$ cat src/rtl/tristate_bus_driver.sv
// Sequencer for a bank of tri-state pad buffers on a shared half-duplex bus.
// Writes run SETUP -> DRIVE -> TURN; reads wait in SAMPLE, then capture PAD_I.
module tristate_bus_driver #(
  parameter int WIDTH      = 8,
  parameter int SETUP_CYC  = 1,
  parameter int DRIVE_CYC  = 4,
  parameter int TURN_CYC   = 2,
  parameter int SAMPLE_CYC = 3,
  parameter int CNT_W      = 8
) (
  input  logic             clk,
  input  logic             rst,
  input  logic             req_valid,
  output logic             req_ready,
  input  logic             req_write,
  input  logic [WIDTH-1:0] req_data,
  output logic             rsp_valid,
  output logic [WIDTH-1:0] rsp_data,
  output logic             busy,
  output logic [WIDTH-1:0] pad_o,
  output logic             pad_t,
  input  logic [WIDTH-1:0] pad_i
);

  typedef enum logic [2:0] {
    ST_IDLE,
    ST_SETUP,
    ST_DRIVE,
    ST_TURN,
    ST_SAMPLE
  } state_t;

  localparam logic [CNT_W-1:0] SETUP_LD  = (SETUP_CYC > 0) ? CNT_W'(SETUP_CYC - 1) : '0;
  localparam logic [CNT_W-1:0] DRIVE_LD  = CNT_W'(DRIVE_CYC - 1);
  localparam logic [CNT_W-1:0] TURN_LD   = (TURN_CYC > 0) ? CNT_W'(TURN_CYC - 1) : '0;
  localparam logic [CNT_W-1:0] SAMPLE_LD = CNT_W'(SAMPLE_CYC - 1);

  state_t           state_reg, state_next;
  logic [CNT_W-1:0] cnt_reg, cnt_next;
  logic             cnt_zero;
  logic             can_accept;
  logic             accept;
  logic             capture;

  logic             req_ready_reg;
  logic             busy_reg;
  logic             pad_t_reg;
  logic             rsp_valid_reg;
  logic [WIDTH-1:0] rsp_data_reg;
  logic [WIDTH-1:0] pad_o_reg;

  assign cnt_zero = (cnt_reg == '0);

  // The last cycle of any operation hands straight over to a waiting request,
  // giving back-to-back throughput equal to the stated occupancy.
  always_comb begin
    can_accept = 1'b0;
    case (state_reg)
      ST_IDLE:   can_accept = 1'b1;
      ST_DRIVE:  can_accept = cnt_zero && (TURN_CYC == 0);
      ST_TURN:   can_accept = cnt_zero;
      ST_SAMPLE: can_accept = cnt_zero;
      default:   can_accept = 1'b0;
    endcase
  end

  assign accept  = req_valid && can_accept;
  assign capture = (state_reg == ST_SAMPLE) && cnt_zero;

  always_comb begin
    state_next = state_reg;
    cnt_next   = cnt_zero ? cnt_reg : cnt_reg - CNT_W'(1);
    if (accept) begin
      if (!req_write) begin
        state_next = ST_SAMPLE;
        cnt_next   = SAMPLE_LD;
      end else if (SETUP_CYC > 0) begin
        state_next = ST_SETUP;
        cnt_next   = SETUP_LD;
      end else begin
        state_next = ST_DRIVE;
        cnt_next   = DRIVE_LD;
      end
    end else if (cnt_zero) begin
      case (state_reg)
        ST_SETUP: begin
          state_next = ST_DRIVE;
          cnt_next   = DRIVE_LD;
        end
        ST_DRIVE: begin
          if (TURN_CYC > 0) begin
            state_next = ST_TURN;
            cnt_next   = TURN_LD;
          end else begin
            state_next = ST_IDLE;
            cnt_next   = '0;
          end
        end
        ST_TURN, ST_SAMPLE: begin
          state_next = ST_IDLE;
          cnt_next   = '0;
        end
        default: begin
          state_next = state_reg;
          cnt_next   = cnt_reg;
        end
      endcase
    end
  end

  // Pin-facing outputs are flops fed by the next state, so they line up with it.
  always_ff @(posedge clk) begin
    if (rst) begin
      state_reg     <= ST_IDLE;
      cnt_reg       <= '0;
      req_ready_reg <= 1'b1;
      busy_reg      <= 1'b0;
      pad_t_reg     <= 1'b1;
      rsp_valid_reg <= 1'b0;
      rsp_data_reg  <= '0;
    end else begin
      state_reg     <= state_next;
      cnt_reg       <= cnt_next;
      req_ready_reg <= (state_next == ST_IDLE);
      busy_reg      <= (state_next != ST_IDLE);
      pad_t_reg     <= (state_next != ST_DRIVE);
      rsp_valid_reg <= capture;
      if (capture) begin
        rsp_data_reg <= pad_i;
      end
    end
  end

  genvar gi;
  generate
    for (gi = 0; gi < WIDTH; gi++) begin : g_pad_o
      always_ff @(posedge clk) begin
        if (rst) begin
          pad_o_reg[gi] <= 1'b0;
        end else if (accept && req_write) begin
          pad_o_reg[gi] <= req_data[gi];
        end
      end
    end
  endgenerate

  assign req_ready = req_ready_reg;
  assign busy      = busy_reg;
  assign pad_t     = pad_t_reg;
  assign pad_o     = pad_o_reg;
  assign rsp_valid = rsp_valid_reg;
  assign rsp_data  = rsp_data_reg;

endmodule

$ cat config.mk
export PLATFORM = sky130hd
export DESIGN_NAME = tristate_bus_driver
export DESIGN_NICKNAME = d
export VERILOG_FILES = /design/src/rtl/tristate_bus_driver.sv
export SDC_FILE = /design/constraint.sdc
export NUM_CORES = 1
export LEC_CHECK = 0
export ABC_AREA = 1
export CAP_MARGIN = 30
export CORE_MARGIN = 2
export CORE_UTILIZATION = 48
export CTS_BUF_LIST = sky130_fd_sc_hd__clkbuf_8
export DETAILED_ROUTE_END_ITERATION = 6
export GPL_TIMING_DRIVEN = 0
export PLACE_DENSITY = 0.81
export SYNTH_ARGS = -nofsm -noshare
export SYNTH_HDL_FRONTEND = slang
export SYNTH_SLANG_ARGS = --single-unit
$ cat constraint.sdc
create_clock -name clk -period 2.2 [get_ports clk]
set_clock_uncertainty 0.2 [all_clocks]
set_input_delay 0.33 -clock clk [delete_from_list [all_inputs] [get_ports clk]]
set_output_delay 0.33 -clock clk [all_outputs]
set_load 0.05 [all_outputs]
* Yosys cells after proc, flatten, opt, wreduce, memory -nomap -nowiden
Index checks and enable logic that the tools add are counted.
** Word-level totals
- Bits in writable memories :: 0
- Input bits :: 20
- Latch bits :: 0
- Bits in registers :: 31
- ROM bits :: 0
- Output and inout port bits :: 20
- Memories kept :: 0
** Operators by class
- Multiply operators :: 0
- Mux-type cells :: 9
- $lt $le $gt $ge :: 0
- Equality and inequality tests :: 6
- Shifts and indexed selects :: 0
- Bitwise operators :: 0
- Add/sub/neg operators :: 1
- Reductions and logical operators :: 8
- Divide/modulo/power cells :: 0
** Operator list (count)
- one-hot mux 8 bit (3 select lines) :: 1
- two-way mux 8 bit :: 2
- two-way mux 3 bit :: 3
- one-hot mux 3 bit (3 select lines) :: 1
- logical NOT 8 bit :: 1
- subtractor 8 x 1 -> 8 bit, second input constant :: 1
- == test 3 x 2 -> 1 bit, second input constant :: 2
- logical NOT 3 bit :: 2
- != test 5 x 2 -> 1 bit, second input constant :: 1
- == test 3 x 1 -> 1 bit, second input constant :: 1
- == test 3 bit, second input constant :: 1
- logical AND 1 bit :: 3
- != test 3 x 2 -> 1 bit, second input constant :: 1
- nonzero test 3 bit :: 1
- two-way mux 2 bit :: 1
- one-hot mux 1 bit (2 select lines) :: 1
- OR reduction 2 bit :: 1

* Logic depth before layout (Yosys ltp)
Gate-level depths: netlist of run 1.
- Depth in word-level cells :: 6
- Depth in mapped cells :: 11
- Depth with buffers taken out :: 11

* Worst setup path after synthesis of run 1
No wires, ideal clock.
- Kind :: flip-flop to flip-flop
- Start :: reg cnt_reg[0]
- End :: reg pad_o_reg[0], in the netlist pad_o[0]
- Stages on the path, launching flop included :: 11
- Setup slack :: 0.520 ns
- Arrival time :: 1.348 ns
- Cells stage by stage :: dfxtp_1 -> inv_1 -> ha_1 -> nand2_2 -> nor2_8 -> nand2_4 -> nand2_1 -> nand3_1 -> buf_6 -> nand2_1 -> a21oi_1
** Between the ends
- Longest elaborated chain between the ends :: 4
** Ends and longest elaborated chain
- start, declared :: RTL line 39 : logic [CNT_W-1:0] cnt_reg, cnt_next;
- start signal, assigned :: RTL line 123 : cnt_reg <= cnt_next;
- logical NOT 8 bit :: RTL line 52 : assign cnt_zero = (cnt_reg == '0);
- one-hot mux 1 bit (2 select lines) :: RTL line 58 : case (state_reg)
- logical AND 1 bit :: RTL line 67 : assign accept = req_valid && can_accept;
- logical AND 1 bit :: RTL line 140 : end else if (accept && req_write) begin
- end signal, assigned by index :: RTL line 141 : pad_o_reg[gi] <= req_data[gi];
- end, declared :: RTL line 50 : logic [WIDTH-1:0] pad_o_reg;
Every way passes these cells.
A chain may end at the register's enable or synchronous reset.

* Worst setup path in the final report of run 1
- Start :: reg rsp_data_reg[2], in the netlist rsp_data[2]
- End :: out rsp_data[2]
** RTL lines
- start, declared :: RTL line 49 : logic [WIDTH-1:0] rsp_data_reg;
- start signal, assigned :: RTL line 129 : rsp_data_reg <= pad_i;
- end, declared :: RTL line 18 : output logic [WIDTH-1:0] rsp_data,
No word-level cell between the ends.

==> impl_metrics.env, run 1 <==
export IMPL_status="complete, no violations"
export IMPL_intPower_uw=1340
export IMPL_path_class="flop to output port"
export IMPL_finalCriticalPeriod_ns=1.95
export IMPL_layout_common_cells="clkdlybuf4s50_1 (38), dfxtp_1 (31), nand2_1 (27)"
export IMPL_seq_area_frac_synth_pct=46.3
export IMPL_powerDensity_nw_per_um2=1220
export IMPL_grt_pass1_wl_mm=5.13
export IMPL_clock_sinks=31
export IMPL_end_kind="output port"
export IMPL_io_buffers=38
export IMPL_diodes=0
export IMPL_critPathSlowestCell="clkdlybuf4s50_1"
export IMPL_synth_area_leaders="dfxtp_1 (46%), nand2_1 (7.6%), nand3_1 (7.5%)"
export IMPL_p_seq_share_pct=32.7
export IMPL_area_growth_pct=38.7
export IMPL_drv_slew=0
export IMPL_tightest_slew_ns=0.508
export IMPL_hold_path_end="pad_o[6]$_SDFFE_PP0P_"
export IMPL_grt_busiest_layer="met2"
export IMPL_rsz0062_at_grt="no"
export IMPL_die_w_um=56.9
export IMPL_clk_latency_ns=0.28
export IMPL_p_sw_uw=938
export IMPL_r2r_end="cnt_reg[1]$_SDFFE_PP0P_"
export IMPL_drtIter0Drc=30
export IMPL_cp_cell_sequence="clkdlybuf4s50_1"
export IMPL_fin_hold_ws_ns=0.262
export IMPL_synth_cell_area_um2=1340
export IMPL_syn_nets=191
export IMPL_rows=19
export IMPL_max_stage_delay_ns=0.81
export IMPL_antenna_found_initial=0
export IMPL_place_ws_ns=0.322
export IMPL_synthCells=169
export IMPL_rrSetupSlack_ns=0.33
export IMPL_drc=0
export IMPL_ant_nets=0
export IMPL_path_clk_slew_ns=0.06
export IMPL_hold_viol_final=0
export IMPL_initial_utilization_pct=49.5
export IMPL_clock_path_buffers=2
export IMPL_crit_buf_inv=1
export IMPL_first_pass_iters=4
export IMPL_grt_use_met2_pct=35.0
export IMPL_core_area_um2=2710
export IMPL_ff2ff_path_depth=10
export IMPL_drt_wirelength_per_cell_um=12.0
export IMPL_worstPathRequired_ns=1.67
export IMPL_nets=236
export IMPL_grt_max_degree=11
export IMPL_cts_tree="yes"
export IMPL_hpwl_mm=2.26
export IMPL_vias=1216
export IMPL_die_area_um2=3230
export IMPL_fmax_mhz=512
export IMPL_cap_viol_max_count=0
export IMPL_use_met1_pct=23.7
export IMPL_drive_gt1_share_pct=9.30
export IMPL_yosysTopAreaCell="dfxtp_1"
export IMPL_vias_per_cell=4.94
export IMPL_place_congestion=0.775
export IMPL_reg2reg_from="cnt_reg[0]$_SDFFE_PP0P_"
export IMPL_numCtsBuffers=5
export IMPL_grt_use_total_pct=20.5
export IMPL_clockPowerShare_pct=21.1
export IMPL_power_leakage_uw=0.000793
export IMPL_p_sw_share_pct=41.2
export IMPL_io_pins=40
export IMPL_grt_pass1_vias=1224
export IMPL_layout_setup_ws_ns=0.245
export IMPL_yosysTopAreaCellShare_pct=46.3
export IMPL_mostFrequentLayoutCell="clkdlybuf4s50_1"
export IMPL_fin_crit_sh_pct=88.9
export IMPL_cp_top_family="buffers and inverters"
export IMPL_cp_max_fo=2
export IMPL_wl_mm=2.96
export IMPL_hold_path_depth=2
export IMPL_min_path_type="flop to flop"
export IMPL_power_uw=2280
export IMPL_maxSlewHeadroom_pct=66.0
export IMPL_cts_hold_buffers=0
export IMPL_cts_max_level=2
export IMPL_finalSetupTns_ns=0
export IMPL_post_cts_buffers=0
export IMPL_grt_overflow=0
export IMPL_cts_resized=0
export IMPL_cp_data_arrival_time_ns=1.42
export IMPL_hp_start="pad_o[6]$_SDFFE_PP0P_"
export IMPL_ir_drop_mv=0.974
export IMPL_ys_warn_count=0
export IMPL_grtUsageMet3_pct=7.60
export IMPL_ys_seq_elements=31
export IMPL_comb_power_share_pct=46.1
export IMPL_cts_root_buf="clkbuf_8"
export IMPL_setup_viol=0
export IMPL_syn_avg_cell_area_um2=7.94
export IMPL_yosysUniqueCellTypes=26
export IMPL_die_height_um=56.9
export IMPL_worstSetupStartpointType="flop"
-- power by group through the flow --
stage | Sequential (uW) | Combinational [uW] | Clock [uW]
floorplan | 958 | 586 | 0
finish | 745 | 1050 | 481
CTS | 746 | 1060 | 490
global route | 756 | 1150 | 511
detailed placement | 758 | 1050 | 0
global placement | 752 | 1020 | 0
-- cells in the mapped netlist (all sizes together) --
library cell  instances
dfxtp                31
buf                   1
a21oi                 9
o21bai                1
inv                  12
a21boi                1
clkbuf                4
a211oi                1
nor4                  1
xor2                  4
nor2                 29
nand3                20
nand4                 1
nand2                32
o21ai                12
nor3                  6
xnor2                 2
ha                    2
-- metrics by stage --
step	instance area [um2]	cells	util, %
after floorplan	1340	169	-
after global placement	1760	238	65.0
after detailed placement	1760	238	65.0
after CTS	1860	246	68.7
after global routing	1860	246	68.7
final	1860	246	68.7
-- layer usage --
layer / routed length (um) / vias up
li1: - / 638
met1: 1310 / 555
met2: 1490 / 17
met3: 125 / 6
met4: 34 / 0
met5: 0 / -
-- cell families after synthesis --
logic type      synth area share (%)
xor+xnor                        3.92
fa+ha+maj                       1.87
flops                           46.3
buf+inv                         5.41
compound gates                  10.6
simple gates                    31.9
-- worst max-delay path by stage --
| stage | startpoint | to | slack (ns) | depth (start not counted) |
|---|---|---|---|---|
| 2_1_floorplan | cnt_reg[0]$_SDFFE_PP0P_ | pad_o[0]$_SDFFE_PP0P_ | 0.52 | 10 |
| 3_3_place_gp | req_write | cnt_reg[1]$_SDFFE_PP0P_ | 0.40 | 7 |
| 3_5_place_dp | cnt_reg[0]$_SDFFE_PP0P_ | pad_o[5]$_SDFFE_PP0P_ | 0.32 | 8 |
| 4_1_cts | rsp_data[2]$_SDFFE_PP0P_ | rsp_data[2] | 0.23 | 1 |
| 5_1_grt | cnt_reg[0]$_SDFFE_PP0P_ | pad_o[4]$_SDFFE_PP0P_ | 0.17 | 8 |
| 6_report | rsp_data[2]$_SDFFE_PP0P_ | rsp_data[2] | 0.25 | 1 |
-- cell type report --
cell class / count / area, um2
tap: 31 / 38.8
inverter: 12 / 45.0
clock buffer: 7 / 96.3
sequential: 31 / 621
buffer: 5 / 27.5
multi-input combinational: 121 / 648
fill: 233 / 850
clock inverter: 1 / 3.75
timing repair buffer: 38 / 380
(Power assumes the default switching activity.)
==> inputs of run 2 (changes only) <==
ABC_AREA = 0   (was 1)
CORE_UTILIZATION = 49   (was 48)
RECOVER_POWER = 25   (was default)
SKIP_CTS_REPAIR_TIMING = 1   (was default)
==> run 2 against run 1 <==
  * The run now ends with design-rule violations left
  * Non-clock buffer count increased by 3
  * Largest power group unchanged
  * Worst hold slack improved by 0.015 ns
  * Synthesized area increased by 9.8%
  * Synthesized cell count decreased by 6.5%
  * Clock-buffer cell count unchanged
  * Global-route usage decreased by 0.80 points
  * Highest routed layer unchanged
  * First-iteration DRC count increased by 60%
  * Via count increased by 1.3%
  * Worst setup slack got worse by 0.17 ns
==> impl_metrics.env, run 2 <==
export IMPL_initial_utilization_pct=52.5
export IMPL_synth_ff_type="dfxtp_1"
export IMPL_io_pins=40
export IMPL_grt_pass1_wl_mm=5.12
export IMPL_powerDensity_nw_per_um2=1340
export IMPL_maxSlewHeadroom_pct=62.8
export IMPL_fmax_mhz=470
export IMPL_cp_common_cell="buf_6"
export IMPL_yosysTopAreaCell="dfxtp_1"
export IMPL_ant_nets=0
export IMPL_power_uw=2670
export IMPL_yosysMostFrequentCell="dfxtp_1"
export IMPL_grt_max_degree=11
export IMPL_cp_startpoint="cnt_reg[2]$_SDFFE_PP0P_"
export IMPL_drc=2
export IMPL_fin_crit_sh_pct=96.7
export IMPL_finalCriticalPeriod_ns=2.13
export IMPL_min_path_type="flop to flop"
export IMPL_area_growth_pct=35.6
export IMPL_ys_warn_count=0
export IMPL_io_buffers=38
export IMPL_worstSetupStartpointType="flop"
export IMPL_cp_data_arrival_time_ns=2.14
export IMPL_seq_area_frac_synth_pct=42.1
export IMPL_yosysTopAreaCellShare_pct=42.1
export IMPL_hpwl_mm=2.27
export IMPL_reg2reg_from="cnt_reg[2]$_SDFFE_PP0P_"
export IMPL_layoutNonFillerInstCount=233
export IMPL_wl_mm=3.13
export IMPL_drt_wirelength_per_cell_um=13.4
export IMPL_drtIter0Drc=48
export IMPL_grt_pass1_vias=1232
export IMPL_numCtsBuffers=5
export IMPL_violations="design-rule violations"
export IMPL_critPathSlowestCell="or4_4"
export IMPL_worstPathRequired_ns=2.21
export IMPL_status="complete, but fails checks"
export IMPL_die_height_um=58.8
export IMPL_ys_seq_elements=31
export IMPL_core_area_um2=2810
export IMPL_clk_latency_ns=0.28
export IMPL_ir_drop_mv=0.535
export IMPL_first_pass_iters=6
export IMPL_n_fill_cell=214
export IMPL_area_sequential_um2=623
export IMPL_mostFrequentLayoutCell="clkdlybuf4s50_1"
export IMPL_synth_edf_count=0
export IMPL_grt_overflow=0
export IMPL_synthCells=158
export IMPL_async_flop_share_pct=0
export IMPL_synth_cell_area_um2=1470
export IMPL_clock_path_buffers=2
export IMPL_die_w_um=58.8
export IMPL_vias=1232
export IMPL_synth_area_leaders="dfxtp_1 (42%), mux2i_1 (11%), nand2b_1 (7.2%)"
export IMPL_end_kind="flop"
export IMPL_setup_viol=0
export IMPL_drive_gt1_share_pct=12.9
export IMPL_hold_viol_final=0
export IMPL_layout_common_cells="clkdlybuf4s50_1 (33), dfxtp_1 (29), nor2_1 (22)"
export IMPL_synthTopCellsByCount="dfxtp_1 (31), nor2_1 (22), nand2b_1 (17)"
export IMPL_crit_buf_inv=2
export IMPL_tightest_slew_ns=0.553
export IMPL_die_area_um2=3460
export IMPL_cp_cell_sequence="or4_4 > buf_6 > a211o_4 > a21oi_4 > buf_6 > mux2i_1"
export IMPL_diodes=0
export IMPL_path_clk_slew_ns=0.06
export IMPL_hp_start="pad_o[7]$_SDFFE_PP0P_"
export IMPL_dp_cells=227
export IMPL_cap_viol_max_count=0
export IMPL_multi_input_area_um2=791
export IMPL_cts_tree="yes"
export IMPL_clock_sinks=31
export IMPL_drv_slew=0
export IMPL_syn_avg_cell_area_um2=9.32
export IMPL_cts_max_level=2
export IMPL_antenna_found_initial=0
export IMPL_cp_top_family="simple AND/OR/NAND/NOR gates"
export IMPL_nets=223
export IMPL_max_stage_delay_ns=0.54
export IMPL_cp_max_fo=10
export IMPL_rows=19
export IMPL_syn_nets=180
export IMPL_yosysUniqueCellTypes=38
export IMPL_rsz0062_at_grt="no"
export IMPL_vias_per_cell=5.29
export IMPL_cts_root_buf="clkbuf_8"
export IMPL_grt_use_total_pct=19.7
export IMPL_power_leakage_uw=0.000806
export IMPL_path_class="flop to flop"
export IMPL_place_congestion=0.871
-- run 2: cell types whose count changed in the layout (fill, tap and decap cells not counted), moves of 8 or more --
cell      previous run  this run
nand2_1             27         9
nand2b_1             0        17
nand3_1             20         3
mux2i_1              0        15
inv_1               13         3
o21ai_0             10         2
-- run 2: final timing paths --
| kind | slack, ns | end | cells past startpoint |
|---|---|---|---|
| worst min-delay path | 0.28 | pad_o[7]$_SDFFE_PP0P_ | 2 |
| worst max-delay path | 0.07 | pad_o[4]$_SDFFE_PP0P_ | 6 |
| worst max register to register | 0.07 | pad_o[4]$_SDFFE_PP0P_ | 6 |
| worst min register to register | 0.28 | pad_o[7]$_SDFFE_PP0P_ | 2 |
-- run 2: report_power, final --
| group | switching, uW | internal, uW | leakage [uW] |
|---|---|---|---|
| registers | 113 | 696 | 0.000254 |
| logic | 767 | 603 | 0.000501 |
| clock network | 205 | 284 | 0.0000505 |
| total | 1090 | 1580 | 0.000806 |
-- run 2: cells by family (layout without fill, tap and decap cells) --
family          Yosys count  in the layout  share of synthesized area [%]
compound gates           21             21                           11.6
xor+xnor                  6              6                           3.57
fa+ha+maj                 2              2                           1.70
simple gates             66             66                           23.5
mux                      18             18                           12.4
flops                    31             31                           42.1
buf+inv                  14             58                           5.10
-- run 2: through the flow --
| stage | TNS (ns) | setup WS (ns) | cell area, um2 | hold slack [ns] | utilization (%) |
|---|---|---|---|---|---|
| 6_report | 0 | 0.0730 | 2000 | 0.278 | 71.2 |
| 5_1_grt | 0 | 0.0140 | 2000 | 0.304 | 71.2 |
| 4_1_cts | -1.81 | -0.128 | 2000 | 0.283 | 71.1 |
| 3_5_place_dp | -1.39 | -0.0955 | 1890 | 0.265 | 67.4 |
| 3_3_place_gp | -0.755 | -0.0619 | 1890 | 0.258 | 67.4 |
| 2_1_floorplan | 0 | 0.0667 | 1470 | 0.229 | - |
-- run 2: layer usage --
metal  vias to the layer above  GRT usage, %  share of wire, %
li1                        623             -                 -
met1                       564          21.5                42
met2                        39          33.8                51
met3                         6          7.03               5.9
met4                         0          9.09               1.2
met5                         -             0                 0
-- run 2: final cells by class --
class	instances	area share [%]
Multi-Input combinational cell	113	39.6
Sequential cell	31	31.2
Timing Repair Buffer	38	19.0
Clock buffer	7	4.82
Buffer	8	2.26
Tap cell	31	1.94
Inverter	4	0.752
Clock inverter	1	0.376
-- run 2: worst min-delay path, delay by kind of cell (launching register included) --
kind / cells / cell delay, ns
and+or+nand+nor: 1 / 0.06
DFF: 1 / 0.31
muxes: 1 / 0.06
==> inputs of run 3 (changes only) <==
CORE_UTILIZATION = 45   (was 49)
PLACE_DENSITY = 0.78   (was 0.81)
clock period = 1.9 ns   (was 2.2 ns; I/O delays follow)
==> run 3 against run 2 <==
  * Global-route usage fell by 1.1 points
  * Sequential power rose by 19%
  * Power rose by 30%
  * Clock-buffer cell count did not move
  * Worst hold slack got worse by 0.0021 ns
  * Sequential cell count did not move
  * Via count rose by 6.3%
  * The flow finishes with violations (negative setup slack)
==> impl_metrics.env, run 3 (synthesized netlist as in run 2, its figures left out) <==
export IMPL_area_growth_pct=45.5
export IMPL_antenna_found_initial=0
export IMPL_io_buffers=38
export IMPL_n_fill_cell=238
export IMPL_die_height_um=61.2
export IMPL_clockPowerShare_pct=16.0
export IMPL_vias_per_cell=5.15
export IMPL_cp_cell_sequence="inv_2 > ha_4 > or3b_4 > a211o_4 > a21oi_4 > clkbuf_16 > mux2i_1"
export IMPL_rows=20
export IMPL_cp_max_fo=7
export IMPL_max_stage_delay_ns=0.42
export IMPL_end_kind="flop"
export IMPL_tightest_slew_ns=0.639
export IMPL_drt_wirelength_per_cell_um=13.7
export IMPL_grt_pass1_vias=1176
export IMPL_hold_path_depth=3
export IMPL_grt_max_degree=11
export IMPL_ant_nets=0
export IMPL_comb_power_share_pct=56.3
export IMPL_clk_latency_ns=0.28
export IMPL_utilization_pct=69.6
export IMPL_cts_tree="yes"
export IMPL_p_sw_uw=1430
export IMPL_crit_cells=7
export IMPL_finalCriticalPeriod_ns=2.15
export IMPL_path_clk_slew_ns=0.06
export IMPL_cts_root_buf="clkbuf_8"
export IMPL_grt_pass1_wl_mm=5.01
export IMPL_grt_overflow=0
export IMPL_rrSetupSlack_ns=-0.25
export IMPL_intPower_uw=2040
export IMPL_cp_top_family="compound AO/OA/AOI/OAI gates"
export IMPL_cts_max_level=2
export IMPL_nets=231
export IMPL_clock_sinks=31
export IMPL_ir_drop_mv=0.641
export IMPL_multi_input_area_um2=850
export IMPL_status="complete, but fails checks"
export IMPL_crit_buf_inv=2
export IMPL_numCtsBuffers=5
export IMPL_maxSlewHeadroom_pct=57.0
export IMPL_rsz0062_at_grt="yes"
export IMPL_violations="negative setup slack"
export IMPL_diodes=0
export IMPL_core_area_um2=3080
export IMPL_drc=0
export IMPL_area_sequential_um2=627
export IMPL_wl_mm=3.48
export IMPL_fmax_mhz=466
export IMPL_fin_crit_sh_pct=113
export IMPL_cap_viol_max_count=0
export IMPL_clock_path_buffers=2
export IMPL_place_ws_ns=-0.263
export IMPL_die_w_um=61.2
export IMPL_path_class="flop to flop"
export IMPL_critPathSlowestCell="or3b_4"
export IMPL_cp_data_arrival_time_ns=2.16
export IMPL_initial_utilization_pct=47.8
export IMPL_io_pins=40
export IMPL_vias=1309
export IMPL_layout_common_cells="dfxtp_1 (26), nor2_1 (20), clkdlybuf4s50_1 (20)"
export IMPL_place_congestion=0.942
export IMPL_mostFrequentLayoutCell="dfxtp_1"
export IMPL_min_path_type="primary input to flop"
export IMPL_setup_viol=21
export IMPL_hold_viol_final=0
export IMPL_drtIter0Drc=27
export IMPL_die_area_um2=3750
export IMPL_drv_slew=0
export IMPL_p_seq_share_pct=27.6
export IMPL_drive_gt1_share_pct=21.0
export IMPL_layout_setup_ws_ns=-0.247
export IMPL_hpwl_mm=2.28
export IMPL_grt_use_total_pct=18.6
export IMPL_ff2ff_path_depth=7
export IMPL_worstSetupStartpointType="flop"
export IMPL_worstPathRequired_ns=1.92
export IMPL_powerDensity_nw_per_um2=1620
export IMPL_p_sw_share_pct=41.2
export IMPL_first_pass_iters=4
export IMPL_power_leakage_uw=0.00106
export IMPL_fin_hold_ws_ns=0.275
-- run 3: worst reg2reg max path, stage by stage (launching register included) --
cell and delay, ns:
dfxtp_2 0.34, inv_2 0.08, ha_4 0.13, or3b_4 0.43, a211o_4 0.35, a21oi_4 0.21, clkbuf_16 0.18, mux2i_1 0.17
-- run 3: layer usage --
layer | up-vias | part of all wire [%] | GRT usage [%]
met5 | - | 0 | 0
met4 | 0 | 3.2 | 10.2
met3 | 12 | 6.3 | 6.51
met2 | 49 | 49 | 30.9
met1 | 605 | 41 | 20.7
li1 | 643 | - | -
-- run 3: stage by stage --
| step | area (um2) | power [uW] | instances | setup TNS (ns) |
|---|---|---|---|---|
| detailed placement | 1930 | 2580 | 240 | -4.43 |
| global placement | 1930 | 2540 | 240 | -3.87 |
| CTS | 2030 | 3170 | 248 | -4.92 |
| global route | 2140 | 3710 | 254 | -5.46 |
| floorplan | 1500 | 2240 | 158 | -1.96 |
| finish | 2140 | 3470 | 254 | -3.94 |
-- run 3: final timing paths --
path,from,to
worst max register to register,cnt_reg[1]$_SDFFE_PP0P_,pad_o[3]$_SDFFE_PP0P_
worst max-delay path,cnt_reg[1]$_SDFFE_PP0P_,pad_o[3]$_SDFFE_PP0P_
worst min register to register,pad_o[3]$_SDFFE_PP0P_,pad_o[3]$_SDFFE_PP0P_
worst min-delay path,rst,pad_o[4]$_SDFFE_PP0P_
-- run 3: cell type report --
| cell class | count | share of cell area (%) |
|---|---|---|
| multi-input combinational | 114 | 39.6 |
| sequential | 31 | 29.2 |
| timing repair buffer | 47 | 21.5 |
| clock buffer | 7 | 4.50 |
| tap | 44 | 2.57 |
| buffer | 6 | 1.63 |
| inverter | 4 | 0.701 |
| clock inverter | 1 | 0.175 |
-- run 3: power by group through the flow --
stage,clock network [uW],registers (uW),logic (uW)
CTS,571,934,1660
global placement,0,937,1600
finish,557,959,1950
floorplan,0,1090,1150
global route,596,979,2140
detailed placement,0,944,1640
